==> src/rtl/vx_commit_arb.sv <==
// Writeback arbiter: merges NUM_REQS commit streams into one registered writeback
// stream with round-robin fairness and per-instruction grant locking.
module vx_commit_arb #(
    parameter int NUM_REQS    = 5,
    parameter int NUM_THREADS = 4,
    parameter int NW_BITS     = 2,
    parameter int UUID_W      = 44,
    parameter int DATA_W      = 32,
    parameter int PERF_W      = 44
) (
    input  logic                                             clk,
    input  logic                                             reset,
    input  logic [NUM_REQS-1:0]                              cmt_valid_i,
    output logic [NUM_REQS-1:0]                              cmt_ready_o,
    input  logic [NUM_REQS-1:0][UUID_W-1:0]                  cmt_uuid_i,
    input  logic [NUM_REQS-1:0][NW_BITS-1:0]                 cmt_wid_i,
    input  logic [NUM_REQS-1:0][NUM_THREADS-1:0]             cmt_tmask_i,
    input  logic [NUM_REQS-1:0][31:0]                        cmt_PC_i,
    input  logic [NUM_REQS-1:0]                              cmt_wb_i,
    input  logic [NUM_REQS-1:0][4:0]                         cmt_rd_i,
    input  logic [NUM_REQS-1:0][NUM_THREADS-1:0][DATA_W-1:0] cmt_data_i,
    input  logic [NUM_REQS-1:0]                              cmt_eop_i,
    output logic                                             wb_valid_o,
    output logic [UUID_W-1:0]                                wb_uuid_o,
    output logic [NW_BITS-1:0]                               wb_wid_o,
    output logic [NUM_THREADS-1:0]                           wb_tmask_o,
    output logic [31:0]                                      wb_PC_o,
    output logic [4:0]                                       wb_rd_o,
    output logic [NUM_THREADS-1:0][DATA_W-1:0]               wb_data_o,
    output logic                                             wb_eop_o,
    output logic [PERF_W-1:0]                                perf_wb_beats_o
);
    localparam int PTR_W = (NUM_REQS > 1) ? $clog2(NUM_REQS) : 1;

    logic [NUM_REQS-1:0] elig, bypass, grant;
    logic [PTR_W-1:0]    ptr_q, ptr_d, owner_q, owner_d, win_idx;
    logic                lock_q, lock_d;
    logic                any_grant, win_eop;

    logic                                   wb_valid_q;
    logic [UUID_W-1:0]                      wb_uuid_q;
    logic [NW_BITS-1:0]                     wb_wid_q;
    logic [NUM_THREADS-1:0]                 wb_tmask_q;
    logic [31:0]                            wb_PC_q;
    logic [4:0]                             wb_rd_q;
    logic [NUM_THREADS-1:0][DATA_W-1:0]     wb_data_q;
    logic                                   wb_eop_q;
    logic [PERF_W-1:0]                      perf_q;

    assign elig   = cmt_valid_i & cmt_wb_i;
    assign bypass = cmt_valid_i & ~cmt_wb_i;

    // Scan from the far end back toward ptr so the last hit is the first in rr order.
    always_comb begin
        int idx;
        idx     = 0;
        grant   = '0;
        win_idx = '0;
        if (!reset) begin
            if (lock_q) begin
                if (elig[owner_q]) begin
                    grant[owner_q] = 1'b1;
                    win_idx        = owner_q;
                end
            end else begin
                for (int k = NUM_REQS - 1; k >= 0; k--) begin
                    idx = int'(ptr_q) + k;
                    if (idx >= NUM_REQS) idx = idx - NUM_REQS;
                    if (elig[idx]) begin
                        grant      = '0;
                        grant[idx] = 1'b1;
                        win_idx    = PTR_W'(idx);
                    end
                end
            end
        end
    end

    assign any_grant   = |grant;
    assign win_eop     = cmt_eop_i[win_idx];
    assign cmt_ready_o = grant | (bypass & {NUM_REQS{~reset}});

    always_comb begin
        lock_d  = lock_q;
        owner_d = owner_q;
        ptr_d   = ptr_q;
        if (any_grant) begin
            if (!win_eop) begin
                lock_d  = 1'b1;
                owner_d = win_idx;
            end else begin
                lock_d = 1'b0;
                ptr_d  = (win_idx == PTR_W'(NUM_REQS - 1)) ? '0 : win_idx + 1'b1;
            end
        end
    end

    always_ff @(posedge clk) begin
        if (reset) begin
            ptr_q      <= '0;
            owner_q    <= '0;
            lock_q     <= 1'b0;
            wb_valid_q <= 1'b0;
            wb_uuid_q  <= '0;
            wb_wid_q   <= '0;
            wb_tmask_q <= '0;
            wb_PC_q    <= '0;
            wb_rd_q    <= '0;
            wb_data_q  <= '0;
            wb_eop_q   <= 1'b0;
            perf_q     <= '0;
        end else begin
            ptr_q      <= ptr_d;
            owner_q    <= owner_d;
            lock_q     <= lock_d;
            wb_valid_q <= any_grant;
            if (any_grant) begin
                wb_uuid_q  <= cmt_uuid_i[win_idx];
                wb_wid_q   <= cmt_wid_i[win_idx];
                wb_tmask_q <= cmt_tmask_i[win_idx];
                wb_PC_q    <= cmt_PC_i[win_idx];
                wb_rd_q    <= cmt_rd_i[win_idx];
                wb_data_q  <= cmt_data_i[win_idx];
                wb_eop_q   <= win_eop;
                perf_q     <= perf_q + PERF_W'(1);
            end
        end
    end

    assign wb_valid_o      = wb_valid_q;
    assign wb_uuid_o       = wb_uuid_q;
    assign wb_wid_o        = wb_wid_q;
    assign wb_tmask_o      = wb_tmask_q;
    assign wb_PC_o         = wb_PC_q;
    assign wb_rd_o         = wb_rd_q;
    assign wb_data_o       = wb_data_q;
    assign wb_eop_o        = wb_eop_q;
    assign perf_wb_beats_o = perf_q;

    a_grant_onehot: assert property (@(posedge clk) disable iff (reset) $onehot0(grant));
    a_lock_owner:   assert property (@(posedge clk) disable iff (reset)
                        lock_q |-> ((grant & ~(NUM_REQS'(1) << owner_q)) == '0));

endmodule

==> config.mk <==
export PLATFORM = sky130hd
export DESIGN_NAME = vx_commit_arb
export DESIGN_NICKNAME = d
export VERILOG_FILES = /design/src/rtl/vx_commit_arb.sv
export SDC_FILE = /design/constraint.sdc
export NUM_CORES = 1
export LEC_CHECK = 0
export CORE_AREA = 2 2 535 537
export DETAILED_ROUTE_END_ITERATION = 12
export DIE_AREA = 0 0 537 539
export HOLD_SLACK_MARGIN = 0.05
export PLACE_DENSITY = 0.38
export SLEW_MARGIN = 10
export SYNTH_ARGS = -nofsm -noshare
export SYNTH_HDL_FRONTEND = slang
export SYNTH_SLANG_ARGS = --single-unit
==> constraint.sdc <==
create_clock -name clk -period 4.7 [get_ports clk]
set_clock_uncertainty 0.1 [all_clocks]
set_input_delay 0.94 -clock clk [delete_from_list [all_inputs] [get_ports clk]]
set_output_delay 0.94 -clock clk [all_outputs]
set_load 0.05 [all_outputs]
* After elaboration in Yosys (flattened, before gate mapping)
Cells that the tools add are included.
Operators by class: reduce and logical (&&, ||, !) cells 9, bitwise operators 7, $lt $le $gt $ge 18, equal/unequal tests 1, muxes and demuxes 76, add/subtract/negate cells 11
Operators with widths (number):
- $mux 32 | 16
- $bmux 128 s3 | 1
- $ge 32x1->1 const B | 5
- $lt 32x5->1 const B | 5
- $bmux 44 s3 | 1
- $mux 128 | 1
- $bmux 32 s3 | 1
- $mux 5 | 9
- $add 44x1->44 const B | 1
- $mux 44 | 1
- $mux 3 | 9
- $bmux 1 s3 | 7
- $sub 4x3->5 const B | 4
- $mux 1 | 19
- $demux 1 s3 | 6
- $ge 4x3->1 const B | 4
- $and 5x5->5 | 3
- $bmux 5 s3 | 1
- $bmux 4 s3 | 1
- $add 3x2->4 const B | 2
- $lt 3x4->1 const B | 2
- $bmux 2 s3 | 1
- $logic_and 1x1->1 | 6
- $not 5->5 | 1
- other kinds (13) | 15
Storage, ports and cells: bits in registers 268, word-level logic and storage cells 137, input port bits 1092, output and inout port bits 266

* Longest topological paths before layout
depth after elaboration 19, mapped depth 23, depth with buffers taken out 16

* Least setup slack after synthesis
OpenSTA, ideal clock, no wires.
path kind register to output, from reg ptr_q[1], to out cmt_ready_o[4], arrival 3.963 ns, stages on the path, launching flop included 17, data required time 3.660 ns, setup slack -0.303 ns, buffers on the path 4, cells stage by stage dfxtp_1 -> clkbuf_1 -> inv_1 -> ha_1 -> ha_1 -> buf_2 -> or3_1 -> o211ai_1 -> mux2i_1 -> o221ai_2 -> buf_6 -> or4_1 -> nand3_1 -> a32o_2 -> a31oi_4 -> clkbuf_1 -> nand2_1
On the way: word-level cells in the longest chain between the ends 17, elaborated cells between the ends (all ways) 77, those cells by class add/sub: 9; order compare: 15; mux: 47; bitwise: 1; reduce/logical: 5
RTL lines:
- from (decl) | RTL line 36 | logic [PTR_W-1:0] ptr_q, ptr_d, owner_q, owner_d, win_idx;
- from (signal assigned) | RTL line 113 | ptr_q <= ptr_d;
- $add 3x3->4 | RTL line 67 | idx = int'(ptr_q) + k;
- $sub 4x3->5 / $ge 4x3->1 (equally long branches) | RTL line 68 | if (idx >= NUM_REQS) idx = idx - NUM_REQS;
- $mux 32 | RTL line 68
- $mux 32 | RTL line 60 | if (lock_q) begin
- $mux 32 | RTL line 59 | if (!reset) begin
- $ge 32x1->1 (implied by the code) / $lt 32x5->1 (equally long branches) | RTL line 71 | grant[idx] = 1'b1;
- $logic_and 1x1->1 (implied by the code) | RTL line 71
- $mux 1 (implied by the code) | RTL line 71
- $demux 1 s3 | RTL line 71
- $mux 5 (4 in series) | RTL line 69 | if (elig[idx]) begin
- $mux 5 * | RTL line 69
- $mux 5 * | RTL line 60
- $mux 5 * | RTL line 59
- $or 5x5->5 * | RTL line 81 | assign cmt_ready_o = grant | (bypass & {NUM_REQS{~reset}});
- to (decl) | RTL line 14 | output logic [NUM_REQS-1:0] cmt_ready_o,
Mark *: on every way between the ends. The rest lies on a longest branch, timed or not. The select of a mux whose other input is x is not followed.

* Worst setup path in the final report
from reg ptr_q[1], to out cmt_ready_o[2]
The elaborated chain is that of the path after synthesis.

==> results by group <==
Power
  • Max VDD drop: 660 uV
  • Leak pwr: 15.8 nW
  • Power Density: 1100 nW/um^2
  • Power Total: 49.0 mW

Yosys
  • Post-Syn Nets: 3995
  • Most area-hungry cell type in the Yosys netlist: dfxtp_1
  • Syn_area_per_cell: 7.17 sq um
  • Synthesis-stage register bit count: 268
  • Post-synth cell types: 91
  • Synth top area share: 25.9%
  • Cells taking the most area after synthesis: dfxtp_1, a311oi_1, nand2_1
  • Most frequently used flop master after synthesis: dfxtp_1
  • Post-Synthesis Cells: 2887
  • Post-Syn Area: 20700 sq um
  • Ys async rst share: 0%
  • Number of enable flip-flop cells after synthesis: 0
  • Sequential area share after synthesis: 25.9%
  • Warnings, synthesis: 0

Final layout
  • Fill cell count: 32331
  • Design area: 44700 sq um
  • Share of layout cells above drive strength 1: 16.3%
  • FF/Latch Area: 5370 sq um
  • Multi-input logic area: 14600 sq um
  • Fin nets: 5571
  • Commonest non-fill, non-tap cell in the layout: clkdlybuf4s50_1
  • Finished Layout Cells: 8287
  • Layout Utilization: 15.7%
  • Commonest cells after routing, fill and taps aside: clkdlybuf4s50_1, nand2_1, buf_4
  • Area Overhead vs Synth: 116%

Route
  • DR iter-0 viols: 1837
  • DRC Markers: 0
  • Detailed-route via count: 30898
  • Post-route antenna net violation count: 0
  • Drt wl/cell: 28.7 um
  • Via density: 3.73
  • First drt pass iteration count: 5
  • Final WL: 238 mm

Status
  • Status: finished, violations left
  • Failing checks: setup timing

Timing
  • Final setup viols: 5
  • Final WS setup: -0.170 ns
  • Fin. max-slew vios: 0
  • RSZ-0062 raised after global routing: true
  • Max Fclk: 0.205 GHz
  • Final Critical Period: 4.87 ns
  • Final period utilization: 104%
  • Slew headroom: 28.9%
  • Worst Tran Pin Value: 1.06 ns
  • Fin. Hold Viols: 0
  • TNS Setup: -0.570 ns
  • Hold Worst Slack: 0.376 ns

Floorplanning
  • # IOs: 1358
  • Die Height: 539 um
  • Die W: 537 um
  • Initial Utilization: 7.29%
  • Placeable Area: 284000 sq um
  • Row count: 196
  • Die area: 289000 sq um

Setup path
  • Setup crit start: ptr_q[1]
  • Data arrival, critical path: 3.83 ns
  • Crit path largest cell delay: 0.42 ns
  • WS Path Type: register to output port
  • Family with the most delay on the worst path: compound AO/OA/AOI/OAI gates
  • Slowest cell on crit path: o41a_1
  • Worst Path Buf+Inv: 4
  • Reg2Reg Launch Point: ptr_q[1]
  • RR Endpoint: wb_data_o[68]
  • Crit path to: cmt_ready_o[2]
  • Flop2flop setup slack: 0.07 ns
  • CP Launch Type: register
  • CP cell instances: buf_8 > ha_4 > a211o_4 > o211ai_1 > a41oi_4 > buf_6 > o22a_4 > o21ai_4 > buf_6 > a311oi_4 > o41a_1 > a21o_1 > buf_12
  • Worst reg2reg path depth: 20
  • Critical Path RT: 3.66 ns
  • Crit-path max FO: 14
  • Most common cell on crit path: buf_6
  • Crit. End Element: output port
  • Crit path depth: 13

Global routing
  • Vias in the first global route: 31272
  • Total gr overflow: 0
  • Largest net degree at the start of global routing: 139
  • First-pass GRT wire length: 298 mm
  • Total GRT Usage: 15.2%
  • Initial antenna violation count: 144

Placed design
  • DP Cell Count: 8135
  • Post-DP Area: 41700 sq um
  • Final RePlAce weighted congestion: 0.948
  • Detail Placement HPWL: 201 mm
  • PortBufs: 1357
  • DP Worst Slack: -0.917 ns

CTS
  • Clock Tree Buf Depth: 3
  • CTS Buf Count: 44
  • Reg clk slew, reported paths: 0.06 ns
  • CTS sink cnt: 268
  • H-Tree Depth: 2
  • CTS tree: yes
  • Hold Buf Count CTS: 0
  • Worst skew pair latency: 0.64 ns
  • Root Buffer: clkbuf_16

Job
  • Max_cap viols: 0

Hold path
  • Min-delay worst type: register to register
-- synth_stat cells (21+ instances only) --
| master | n |
|---|---|
| a311oi_1 | 221 |
| nand3b_1 | 219 |
| o21ai_0 | 21 |
| nand2_1 | 486 |
| dfxtp_1 | 268 |
| and3_1 | 233 |
| a21oi_1 | 280 |
| nand3_1 | 25 |
| clkbuf_1 | 259 |
| a211oi_1 | 229 |
| buf_4 | 23 |
| o21ai_1 | 222 |
| inv_1 | 22 |
| nor2_1 | 56 |
| buf_2 | 30 |
-- worst register-to-register path, cell delays in order (launching register included) --
cell	delay, ns
dfxtp_4	0.36
buf_8	0.16
ha_4	0.21
a211o_4	0.37
o211ai_1	0.28
a41oi_4	0.20
buf_6	0.16
o22a_4	0.22
o21ai_4	0.21
buf_6	0.13
a311oi_4	0.10
o41a_1	0.42
buf_4	0.16
nor4b_4	0.25
buf_4	0.18
and2_4	0.26
buf_12	0.16
clkbuf_16	0.22
clkbuf_16	0.24
nand3b_1	0.10
o21ai_1	0.09
-- report_power, final --
group / internal, mW / switching [mW] / leakage (nW) / total [mW]
Clock: 1.90 / 1.40 / 0.668 / 3.30
Combinational: 16.4 / 25.2 / 12.9 / 41.6
Sequential: 3.49 / 0.607 / 2.23 / 4.10
-- layout make-up --
type                       count  area share (%)
tap                         3762            10.5
sequential                   268            12.0
antenna                       34           0.190
inverter                      26           0.252
clock buffer                  55            2.76
timing repair buffer        1860            41.2
clock inverter                19           0.342
multi-input combinational   2263            32.7
-- timing repair --
action | CTS | global route
gates cloned | 0 | 10
resized for setup | 80 | 94
setup buffers | 6 | 28
setup endpoints to repair | 203 | 223
pin swaps | 16 | 23
-- how the worst min path moves through the flow --
stage                          endpoint           from  cells past startpoint
after global routing      wb_uuid_o[16]  wb_uuid_o[16]                      2
after global placement      wb_PC_o[13]    wb_PC_o[13]                      2
final                     wb_uuid_o[16]  wb_uuid_o[16]                      2
after CTS                 wb_uuid_o[16]  wb_uuid_o[16]                      2
after detailed placement  wb_uuid_o[16]  wb_uuid_o[16]                      2
after floorplan              owner_q[2]     owner_q[2]                      2
-- cells by family (layout without fill, tap and decap cells) --
group,after synthesis,count (layout),share of synthesized area (%)
mux,15,15,0.738
fa+ha+maj,16,16,1.00
flops,268,268,25.9
buf+inv,356,1960,7.36
other cells,0,34,0
xor+xnor,21,21,0.889
simple gates,1126,1126,28.9
compound gates,1085,1085,35.2
-- layer usage --
metal | share of wire, % | vias to the layer above | track usage (%) | routed length, um
li1 | - | 14111 | - | -
met4 | 3.7 | 74 | 4.75 | 8790
met3 | 9.0 | 349 | 5.15 | 21400
met5 | 0.20 | - | 0 | 477
met2 | 48 | 1433 | 26.6 | 114000
met1 | 39 | 14931 | 17.3 | 93500
-- state kept, by name (all words and copies together), names as in the netlist, 3 cells and up --
register,flops
wb_PC_o,32
ptr_q,3
wb_data_o,128
wb_tmask_o,4
perf_wb_beats_o,44
wb_uuid_o,44
wb_rd_o,5
owner_q,3
No activity file was read; power rests on OpenSTA's default activity.
